File: src/rtl/led_fader_pkg.sv
// Shared types for the LED fader: default brightness width and the per-channel fade direction.
package led_fader_pkg;

    localparam int DEF_PWM_BITS = 8;

    typedef logic [DEF_PWM_BITS-1:0] brightness_t;

    localparam brightness_t MAX_BRIGHTNESS = '1;

    typedef enum logic [1:0] {
        IDLE,
        RISING,
        FALLING
    } fade_dir_e;

endpackage

File: src/rtl/led_fader_channel.sv
// One LED channel: brightness register with saturating linear fade, PWM compare and output flop.
module led_fader_channel
    import led_fader_pkg::*;
#(
    parameter int PWM_BITS  = DEF_PWM_BITS,
    parameter int FADE_STEP = 8
) (
    input  logic                i_clock,
    input  logic                i_reset_n,
    input  logic                i_tick,
    input  logic                i_enable,
    input  logic                i_led,
    input  logic [PWM_BITS-1:0] i_pwm_cnt,
    output logic                o_led,
    output logic                o_pending
);

    localparam logic [PWM_BITS-1:0] MAX   = '1;
    localparam logic [PWM_BITS:0]   MAX_W = {1'b0, MAX};
    localparam logic [PWM_BITS:0]   STEP  = (PWM_BITS+1)'(FADE_STEP);

    logic [PWM_BITS-1:0] bright_q, bright_d;
    logic [PWM_BITS-1:0] tgt;
    logic                led_q, led_d;
    fade_dir_e           dir;

    // One extra bit of headroom so the rising sum cannot wrap before clamping.
    function automatic logic [PWM_BITS-1:0] step_sat(input logic [PWM_BITS-1:0] b,
                                                     input fade_dir_e d);
        logic [PWM_BITS:0] wide;
        wide = {1'b0, b};
        case (d)
            RISING: begin
                wide = wide + STEP;
                if (wide > MAX_W) wide = MAX_W;
            end
            FALLING: begin
                if (wide < STEP) wide = '0;
                else             wide = wide - STEP;
            end
            default: ;
        endcase
        return wide[PWM_BITS-1:0];
    endfunction

    always_comb begin
        tgt = i_led ? MAX : '0;
        dir = IDLE;
        if (bright_q < tgt)      dir = RISING;
        else if (bright_q > tgt) dir = FALLING;

        bright_d = bright_q;
        if (!i_enable)   bright_d = tgt;
        else if (i_tick) bright_d = step_sat(bright_q, dir);

        led_d = i_enable ? ((bright_q == MAX) | (bright_q > i_pwm_cnt)) : i_led;
    end

    assign o_pending = (dir != IDLE);
    assign o_led     = led_q;

    always_ff @(posedge i_clock or negedge i_reset_n) begin
        if (!i_reset_n) begin
            bright_q <= '0;
            led_q    <= 1'b0;
        end else begin
            bright_q <= bright_d;
            led_q    <= led_d;
        end
    end

endmodule

File: src/rtl/led_fader.sv
// LED fader top: shared fade-tick prescaler and PWM counter feeding N_LEDS fading channels.
module led_fader
    import led_fader_pkg::*;
#(
    parameter int N_LEDS    = 10,
    parameter int PWM_BITS  = DEF_PWM_BITS,
    parameter int STEP_DIV  = 4096,
    parameter int FADE_STEP = 8
) (
    input  logic              i_clock,
    input  logic              i_reset_n,
    input  logic [N_LEDS-1:0] i_leds,
    input  logic              i_enable,
    output logic [N_LEDS-1:0] o_ledr,
    output logic              o_busy
);

    localparam int                 PRESC_W    = $clog2(STEP_DIV);
    localparam logic [PRESC_W-1:0] PRESC_LAST = PRESC_W'(STEP_DIV - 1);

    logic [PRESC_W-1:0]  presc_q, presc_d;
    logic [PWM_BITS-1:0] pwm_cnt_q, pwm_cnt_d;
    logic                busy_q, busy_d;
    logic                tick;
    logic [N_LEDS-1:0]   pending;

    // Prescaler and PWM counter run regardless of i_enable so mode switches stay glitch-free.
    always_comb begin
        tick      = (presc_q == PRESC_LAST);
        presc_d   = tick ? '0 : presc_q + PRESC_W'(1);
        pwm_cnt_d = pwm_cnt_q + PWM_BITS'(1);
        busy_d    = |pending;
    end

    always_ff @(posedge i_clock or negedge i_reset_n) begin
        if (!i_reset_n) begin
            presc_q   <= '0;
            pwm_cnt_q <= '0;
            busy_q    <= 1'b0;
        end else begin
            presc_q   <= presc_d;
            pwm_cnt_q <= pwm_cnt_d;
            busy_q    <= busy_d;
        end
    end

    assign o_busy = busy_q;

    for (genvar i = 0; i < N_LEDS; i++) begin : g_ch
        led_fader_channel #(
            .PWM_BITS  (PWM_BITS),
            .FADE_STEP (FADE_STEP)
        ) u_ch (
            .i_clock   (i_clock),
            .i_reset_n (i_reset_n),
            .i_tick    (tick),
            .i_enable  (i_enable),
            .i_led     (i_leds[i]),
            .i_pwm_cnt (pwm_cnt_q),
            .o_led     (o_ledr[i]),
            .o_pending (pending[i])
        );
    end

endmodule

File: config.mk
export PLATFORM = sky130hd
export DESIGN_NAME = led_fader
export DESIGN_NICKNAME = d
export VERILOG_FILES = /design/src/rtl/led_fader_pkg.sv /design/src/rtl/led_fader_channel.sv /design/src/rtl/led_fader.sv
export SDC_FILE = /design/constraint.sdc
export NUM_CORES = 1
export LEC_CHECK = 0
export ABC_AREA = 1
export CORE_UTILIZATION = 60
export CTS_CLUSTER_SIZE = 25
export DETAILED_ROUTE_END_ITERATION = 12
export MAX_ROUTING_LAYER = met4
export PLACE_DENSITY = 0.78
export SYNTH_ARGS = -nofsm -noshare
export SYNTH_HDL_FRONTEND = slang
export SYNTH_SLANG_ARGS = --single-unit
File: constraint.sdc
create_clock -name i_clock -period 5.3 [get_ports i_clock]
set_clock_uncertainty 0.15 [all_clocks]
set_input_delay 0.53 -clock i_clock [delete_from_list [all_inputs] [get_ports i_clock]]
set_output_delay 0.53 -clock i_clock [all_outputs]
set_load 0.01 [all_outputs]
# ---- Word-level counts from Yosys, hierarchy flattened
# Index checks and enable logic that the tools add are counted.
dict set report totals {
  register_bits 111
  latchBits 0
  mem_bits_rw 0
  mem_bits_ro 0
  out_inout_bits 11
  n_memories 0
}
dict set report op_classes {
  add_sub_neg 22
  mul 0
  n_div 0
  n_lt_le_gt_ge 50
  eq_ne 42
  shift 0
  mux 91
  bitwise_logic 10
  n_reduce_logical 21
}
# operator n
set ops {}
lappend ops {{$mux W8} 50}
lappend ops {{$gt A8 B8 Y1} 20}
lappend ops {{$pmux W8 S2} 10}
lappend ops {{$add A8 B4 Y9 const B} 10}
lappend ops {{$gt A9 B8 Y1 const B} 10}
lappend ops {{$eq A8 B8 Y1 const B} 10}
lappend ops {{$lt A8 B4 Y1 const B} 10}
lappend ops {{$lt A8 B8 Y1} 10}
lappend ops {{$sub A8 B4 Y8 const B} 10}
lappend ops {{$mux W2} 20}
lappend ops {{$ne A3 B1 Y1 const B} 10}
lappend ops {{$eq A2 B1 Y1 const B} 10}
lappend ops {{$eq A2 B2 Y1 const B} 10}
lappend ops {{$reduce_and A2 Y1} 10}
lappend ops {{$reduce_bool A2 Y1} 10}
lappend ops {{$add A12 B1 Y12 const B} 1}
lappend ops {{$eq A12 B12 Y1 const B} 1}
lappend ops {{$mux W12} 1}
lappend ops {{$mux W1} 10}
lappend ops {{$or A1 B1 Y1} 10}
lappend ops {{$reduce_or A10 Y1} 1}
lappend ops {{$add A8 B1 Y8 const B} 1}
lappend ops {{$ne A2 B1 Y1 const B} 1}

# ---- Logic depth before layout (Yosys ltp)
# Gate-level depths: netlist of the first run.
dict set report depth {
  ltp_word 8
  ltp_mapped 14
}

# ---- Hierarchy
# Synthesis of the first run repeated with hierarchy kept, for this count alone.
dict set report hier_totals {
  cells_unflattened 1649
  hier_area_um2 11387.2
}
# mod n_inst cells_per_inst area_per_inst_um2
set by_module_without_submodules {}
lappend by_module_without_submodules {led_fader_channel 10 154 1036.0}
lappend by_module_without_submodules {led_fader 1 109 1027.2}

# ---- Least setup slack after synthesis of the first run
# OpenSTA, ideal clock, no wires.
dict set report synth_timing {
  path_type {input to register}
  startpoint {in i_leds[6]}
  endpoint {reg g_ch[6].u_ch.bright_q[6]}
  arrival_ps 1858
  t_required_ps 5026
  setup_slack_ps 3168
  cell_stages 11
  path_cell_list {inv_1 > ha_1 > nand2_1 > nor2_1 > nand3_1 > inv_1 > nand2_1 > a21oi_4 > clkinv_4 > nor2_1 > a21oi_1}
}
dict set report synth_via {
  elab_chain_cells 8
}
# element line_no
set synth_lines {}
lappend synth_lines {{from (decl)} led_fader.sv:12} ;# input logic [N_LEDS-1:0] i_leds,
lappend synth_lines {{$mux W8 *} led_fader_channel.sv:47} ;# tgt = i_led ? MAX : '0;
lappend synth_lines {{$gt A8 B8 Y1} led_fader_channel.sv:50} ;# else if (bright_q > tgt) dir = FALLING;
lappend synth_lines {{$mux W2} led_fader_channel.sv:50}
lappend synth_lines {{$mux W2} led_fader_channel.sv:49} ;# if (bright_q < tgt) dir = RISING;
lappend synth_lines {{$eq A2 B2 Y1 or $eq A2 B1 Y1 (tied branches)} led_fader_channel.sv:32} ;# case (d)
lappend synth_lines {{$pmux W8 S2} led_fader_channel.sv:32}
lappend synth_lines {{$mux W8} led_fader_channel.sv:54} ;# else if (i_tick) bright_d = step_sat(bright_q, dir);
lappend synth_lines {{$mux W8} led_fader_channel.sv:53} ;# if (!i_enable) bright_d = tgt;
lappend synth_lines {{to (signal assigned)} led_fader_channel.sv:67} ;# bright_q <= bright_d;
lappend synth_lines {{to (decl)} led_fader_channel.sv:22} ;# logic [PWM_BITS-1:0] bright_q, bright_d;
# Mark *: on every way between the ends. The rest lies on a longest branch, timed or not. The select of a mux whose other input is x is not followed.
# A chain may end at the register's enable or synchronous reset.

# ---- Final worst setup path of the first run
dict set report layout_timing {
  startpoint {in i_leds[6]}
  endpoint {reg busy_q (netlist: o_busy)}
}
dict set report layout_via {
  elab_chain_cells 6
}
# element line_no
set layout_lines {}
lappend layout_lines {{$mux W8 *} led_fader_channel.sv:47}
lappend layout_lines {{$gt A8 B8 Y1} led_fader_channel.sv:50}
lappend layout_lines {{$mux W2} led_fader_channel.sv:50}
lappend layout_lines {{$mux W2 *} led_fader_channel.sv:49}
lappend layout_lines {{$reduce_bool A2 Y1 *} led_fader_channel.sv:59} ;# assign o_pending = (dir != IDLE);
lappend layout_lines {{$reduce_or A10 Y1 *} led_fader.sv:32} ;# busy_d = |pending;
lappend layout_lines {{via busy_d} led_fader.sv:23} ;# logic busy_q, busy_d;
lappend layout_lines {{to (signal assigned)} led_fader.sv:43} ;# busy_q <= busy_d;
lappend layout_lines {{to (decl)} led_fader.sv:23}
# The timed path passes the listed nets; every way through them passes the cells marked *.

==> results of run 1 <==
==> sequential cells by signal, summed over array words and instances, names as in the netlist <==
signal              count
o_busy                  1
g_ch.u_ch.o_led        10
pwm_cnt_q               8
g_ch.u_ch.bright_q     60
presc_q                12
==> metrics by stage <==
step | utilization | setup slack (ns) | total power, mW
5_1_grt | 0.660 | 2.24 | 2.80
4_1_cts | 0.660 | 2.48 | 2.58
6_report | 0.660 | 2.47 | 2.58
3_5_place_dp | 0.642 | 2.12 | 1.92
3_3_place_gp | 0.642 | 2.11 | 1.89
2_1_floorplan | - | 3.17 | 1.67
==> worst min-delay path by stage <==
stage / start / to
final: i_reset_n / g_ch[7].u_ch.bright_q[5]
after global routing: i_reset_n / g_ch[7].u_ch.bright_q[5]
after global placement: presc_q[2] / presc_q[2]
after floorplan: i_reset_n / g_ch[0].u_ch.bright_q[1]
after CTS: i_reset_n / g_ch[7].u_ch.bright_q[5]
after detailed placement: pwm_cnt_q[6] / pwm_cnt_q[6]
==> cell usage in the layout (no fill, tap or decap), drive strengths merged, types with 5 or more instances in the layout <==
cell and instances:
nand2 457, inv 210, ha 182, nand3 130, nor2 123, a21oi 121, dfrtp 91, o21ai 66
nand4 45, xor2 33, clkdlybuf4s50 21, nand3b 19, nor3 13, o211ai 10, clkbuf 10, a21o 9
xnor2 5
==> critical path, delay by kind of cell <==
family | cells | cell delay [ns]
and+or+nand+nor | 6 | 1.18
buffers and inverters | 3 | 0.86
adders and majority gates | 1 | 0.34
==> kinds of logic after synthesis <==
family | after synthesis | synth area share
adder cells (fa/ha/maj) | 182 | 0.217
flip-flops | 91 | 0.217
AND/OR/NAND/NOR | 791 | 0.324
AO/OA/AOI/OAI | 218 | 0.115
XOR/XNOR | 38 | 0.0318
buffers and inverters | 242 | 0.0943
==> layout make-up <==
| class | instances | area (µm²) | share of cell area |
|---|---|---|---|
| flip-flops and latches | 91 | 2280 | 0.205 |
| repair buffers | 25 | 238 | 0.0214 |
| well taps | 220 | 275 | 0.0248 |
| clock buffers | 10 | 229 | 0.0206 |
| clock inverters | 6 | 63.8 | 0.00575 |
| multi-input cells | 1229 | 7210 | 0.650 |
| inverters | 211 | 798 | 0.0719 |
| diodes | 1 | 2.50 | 0.000225 |
==> power groups by stage <==
stage	clock, mW	combinational, mW	sequential (mW)
floorplan	0	0.817	0.858
global placement	0	0.952	0.937
detailed placement	0	0.983	0.939
CTS	0.657	0.992	0.926
global route	0.686	1.17	0.942
finish	0.653	0.994	0.929
==> routing by layer <==
layer | global-route usage | routed length, µm | vias to the layer above
met5 | - | 0 | -
met4 | 0.0911 | 391 | 0
met3 | 0.0295 | 891 | 33
met2 | 0.502 | 11900 | 198
met1 | 0.367 | 11600 | 4572
li1 | - | - | 5148
==> results.json, run 1 <==
{
  "status": "finished, final reports clean",
  "crit_path_end": "o_busy",
  "chipWidth_um": 134,
  "power_switching_mw": 1.05,
  "postRouteWirelength_um": 24800,
  "slew_violations": 0,
  "timing.setup.critical_path_class": "in2reg",
  "startpoint": "i_leds[6]",
  "drive_above_1_share": 0.0299,
  "worstReg2RegEnd": "g_ch[1].u_ch.bright_q[6]",
  "placementRows": 47,
  "synthesis.area_per_instance_um2": 6.71,
  "crit_path_required_time_ns": 5.37,
  "share_clk_of_total_power": 0.253,
  "power.leakage_nw": 6.09,
  "power.internal_mw": 1.52,
  "place_inst": 1776,
  "drt_drc": 0,
  "regToRegStartpoint": "presc_q[0]",
  "hold_violations": 0,
  "reg2reg_depth": 10,
  "hold_path.class": "in2async",
  "ant_nets": 0,
  "grt_setup_unrepaired": "no",
  "synth_top_cell_by_area": "dfrtp_1",
  "switching_share": 0.408,
  "htree_num_levels": 3,
  "first_pass_grt_wire_length_um": 42000,
  "synth.distinct_cells": 41,
  "final_net_count": 1762,
  "final-setup-viol-count": 0,
  "syn_inst": 1562,
  "cp-end-kind": "register",
  "maxCapViolCount": 0,
  "tritoncts": "built",
  "grt_max_degree": 70,
  "cts_setup_buffers": 0,
  "yosysTopAreaCellShare": 0.217,
  "synth-main-ff-cell": "dfrtp_1",
  "overflow": 0,
  "cts.sink_count": 91,
  "dpl_cell_area_um2": 10800,
  "vias": 9951,
  "power_frac_comb": 0.386,
  "dr.pass1.iters": 7,
  "worst_slew_pin_slew_ns": 0.944,
  "cp_slowest_cell": "clkdlybuf4s50_1",
  "fmaxAchievable_mhz": 353,
  "seqPwrFrac": 0.361,
  "globalplace.congestion": 0.981,
  "finalHoldWorstSlack_ns": 0.0101,
  "io_buffers": 23,
  "arrival_ns": 2.91,
  "track_usage": 0.294,
  "finalSetupTns_ns": 0,
  "critical_path.startpoint_type": "primary input",
  "netlist_top_cells_count": "453 x nand2_1, 205 x inv_1, 182 x ha_1",
  "path_cells": "clkdlybuf4s50_1 > inv_1 > ha_1 > nand2_1 > nor2_1 > nand3_1 > inv_1 > nand4_1 > nor3_1 > nand2_1",
  "dp.final_hpwl_um": 18300,
  "finish.instance_area_um2": 11100,
  "power.density_cell_area_nw_per_um2": 232,
  "irDropWorstVdd_mv": 0.158,
  "post_cts.resized_instances": 0,
  "die_height_um": 134,
  "iteration_0_drc_count_of_the_detailed_router": 517,
  "synthMostInstantiatedCell": "nand2_1",
  "clockBufferDepth": 2,
  "synth.cell_area_um2": 10500,
  "grt_pass1_vias": 9255,
  "coreArea_um2": 16800,
  "count_of_pins_on_the_block_boundary": 24,
  "tritoncts.num_buffers": 9,
  "finalNonFillerCells": 1793,
  "crit_path_max_incr_delay_ns": 0.48,
  "largest_fanout_on_the_critical_path": 7,
  "start_util": 0.623,
  "avgRoutedWirePerCell_um": 13.8,
  "insertion_delay_ns": 0.36,
  "synth_enable_flop_cells": 0,
  "avgViaCountPerCell": 5.55,
  "cts-hold-fix-buffers": 0,
  "num-fill-cells": 1574,
  "floorplan.die_area_um2": 18000,
  "fin_crit_ns": 2.83,
  "synthTopCellsByArea": "dfrtp_1 22%, ha_1 22%, nand2_1 16%",
  "timing.slew.headroom": 0.370,
  "grt_antenna_before_repair": 1,
  "areaGrowthSynthToFinish_pct": 5.90,
  "yosys_register_bits": 91,
  "ys_async_sr_fraction": 1.00,
  "clk_pin_slew_worst_paths_ns": 0.06,
  "yosys_warnings": 0,
  "clock_tree.root_cell": "clkbuf_16",
  "synth.net_count": 1757,
  "finalCritPeriodShare": 0.535,
  "synth_seq_area_share": 0.217,
  "ff2ff_setup_slack_ns": 2.74
}
(Power assumes the default switching activity.)
==> run 2: changes to the inputs <==
CORE_UTILIZATION = 58   (was 60)
PLACE_DENSITY = 0.79   (was 0.78)
clock period = 2.6 ns   (was 5.3 ns; I/O delays follow)
==> results.json, run 2 (synthesis gave the netlist of run 1 again) <==
{
  "overflow": 0,
  "dp.final_hpwl_um": 19200,
  "placementRows": 48,
  "finalSetupTns_ns": 0,
  "num-fill-cells": 1574,
  "timing.hold.worst_path_depth": 4,
  "grt_setup_unrepaired": "no",
  "postRouteWirelength_um": 25400,
  "cts_setup_buffers": 0,
  "dpl_cell_area_um2": 11100,
  "clock_tree.root_cell": "clkbuf_16",
  "dr.pass1.iters": 6,
  "count_of_pins_on_the_block_boundary": 24,
  "reg2reg_depth": 10,
  "maxCapViolCount": 0,
  "worst_slew_pin_slew_ns": 0.657,
  "track_usage": 0.297,
  "power.leakage_nw": 6.26,
  "regToRegStartpoint": "g_ch[9].u_ch.bright_q[4]",
  "status": "finished, final reports clean",
  "critical_path.startpoint_type": "primary input",
  "drt_drc": 0,
  "grt_max_degree": 70,
  "drive_above_1_share": 0.0481,
  "timing.slew.headroom": 0.562,
  "crit_path_required_time_ns": 2.68,
  "globalplace.congestion": 0.935,
  "first_pass_grt_wire_length_um": 43100,
  "cts.sink_count": 91,
  "slew_violations": 0,
  "highest_count_cells_in_the_layout_ignoring_fill_and_taps": "453 x nand2_1, 205 x inv_1, 182 x ha_1, 129 x nand3_1, 117 x nor2_1",
  "grt_pass1_vias": 9583,
  "detailedPlace.worstSlack_ns": -0.296,
  "iteration_0_drc_count_of_the_detailed_router": 536,
  "timing.setup.critical_path_class": "in2reg",
  "hold_path.startpoint": "i_enable",
  "coreArea_um2": 17500,
  "finish.instance_area_um2": 11400,
  "power.density_cell_area_nw_per_um2": 481,
  "vias": 10200,
  "final-setup-viol-count": 0,
  "ant_nets": 0,
  "arrival_ns": 2.48,
  "largest_fanout_on_the_critical_path": 7,
  "largest_register_ff_count": 60,
  "avgRoutedWirePerCell_um": 13.9,
  "finalCritPeriodShare": 0.926,
  "start_util": 0.600,
  "worstReg2RegEnd": "o_busy",
  "clockBufferDepth": 2,
  "hold_path.class": "in2reg",
  "floorplan.die_area_um2": 18600,
  "antennaDiodeCount": 0,
  "final_common_cell": "nand2_1",
  "register_name_with_the_most_flops": "g_ch.u_ch.bright_q",
  "hold_violations": 0,
  "htree_num_levels": 3,
  "cp-end-kind": "register",
  "irDropWorstVdd_mv": 0.391,
  "hold-path-endpoint": "g_ch[4].u_ch.o_led",
  "insertion_delay_ns": 0.36,
  "clk_pin_slew_worst_paths_ns": 0.07,
  "areaGrowthSynthToFinish_pct": 8.80,
  "avgViaCountPerCell": 5.57,
  "io_buffers": 23,
  "die_height_um": 136,
  "fin_ws_ns": 0.193,
  "tritoncts": "built",
  "fmaxAchievable_mhz": 415,
  "fin_crit_ns": 2.41,
  "tritoncts.num_buffers": 9,
  "chipWidth_um": 136,
  "ff2ff_setup_slack_ns": 0.23,
  "grt_antenna_before_repair": 0,
  "final_net_count": 1791
}
## run 2: cell types whose count changed in the layout (fill, tap and decap cells not counted), moves of 2 or more
cell      previous run  this run
clkinv_2             3         1
inv_6                1         3
buf_4                3        28
buf_12               0         3
## run 2: area by class of cell
type / instances / area (µm²) / share of cell area
Clock buffer: 9 / 225 / 0.0198
Clock inverter: 7 / 105 / 0.00922
Inverter: 211 / 798 / 0.0700
Multi-Input combinational cell: 1229 / 7220 / 0.633
Sequential cell: 91 / 2280 / 0.200
Tap cell: 225 / 282 / 0.0247
Timing Repair Buffer: 54 / 495 / 0.0435
## run 2: what timing repair did
item                                    CTS  global route
hold buffers                              1             0
endpoints found under the hold margin    40             0
resized for setup                         0             1
endpoints found under the setup margin    0             1
## run 2: layer usage
metal	GRT usage	wire [µm]	vias up
li1	-	-	5214
met1	0.364	11500	4618
met2	0.490	12000	280
met3	0.0406	1220	51
met4	0.118	678	0
met5	-	0	-
## run 2: per-stage QoR
step / power, mW / hold WS, ns / util / instances
6_report: 5.49 / 0.276 / 0.652 / 1826
5_1_grt: 5.95 / 0.294 / 0.652 / 1826
4_1_cts: 5.50 / 0.271 / 0.652 / 1826
3_5_place_dp: 3.99 / 0.162 / 0.633 / 1809
3_3_place_gp: 3.92 / 0.170 / 0.633 / 1809
2_1_floorplan: 3.41 / -0.186 / - / 1562
## run 2: where the power goes
group          switching [mW]  leakage [nW]  total [mW]  internal (mW)
registers               0.251          1.10        1.80           1.55
clock network           0.622         0.159        1.48          0.860
logic                    1.33          5.00        2.20          0.865
## run 2: worst max-delay path, cell delays in order
cell             delay [ns]
clkdlybuf4s50_1        0.48
inv_1                  0.13
ha_1                   0.33
nand2_1                0.07
nor2_1                 0.15
nand3_1                0.17
inv_1                  0.09
nand2_1                0.15
nor2_1                 0.17
nand2_1                0.08
nor3_2                 0.28
nand2_1                0.12
## run 2: worst max-delay path by stage
stage,slack (ns),depth (start not counted),endpoint,start
floorplan,0.67,10,g_ch[6].u_ch.bright_q[6],g_ch[6].u_ch.bright_q[7]
global placement,-0.21,12,o_busy,i_leds[1]
detailed placement,-0.30,12,o_busy,i_leds[9]
CTS,0.07,12,o_busy,i_leds[9]
global route,0.07,12,o_busy,i_leds[1]
finish,0.19,12,o_busy,i_leds[9]
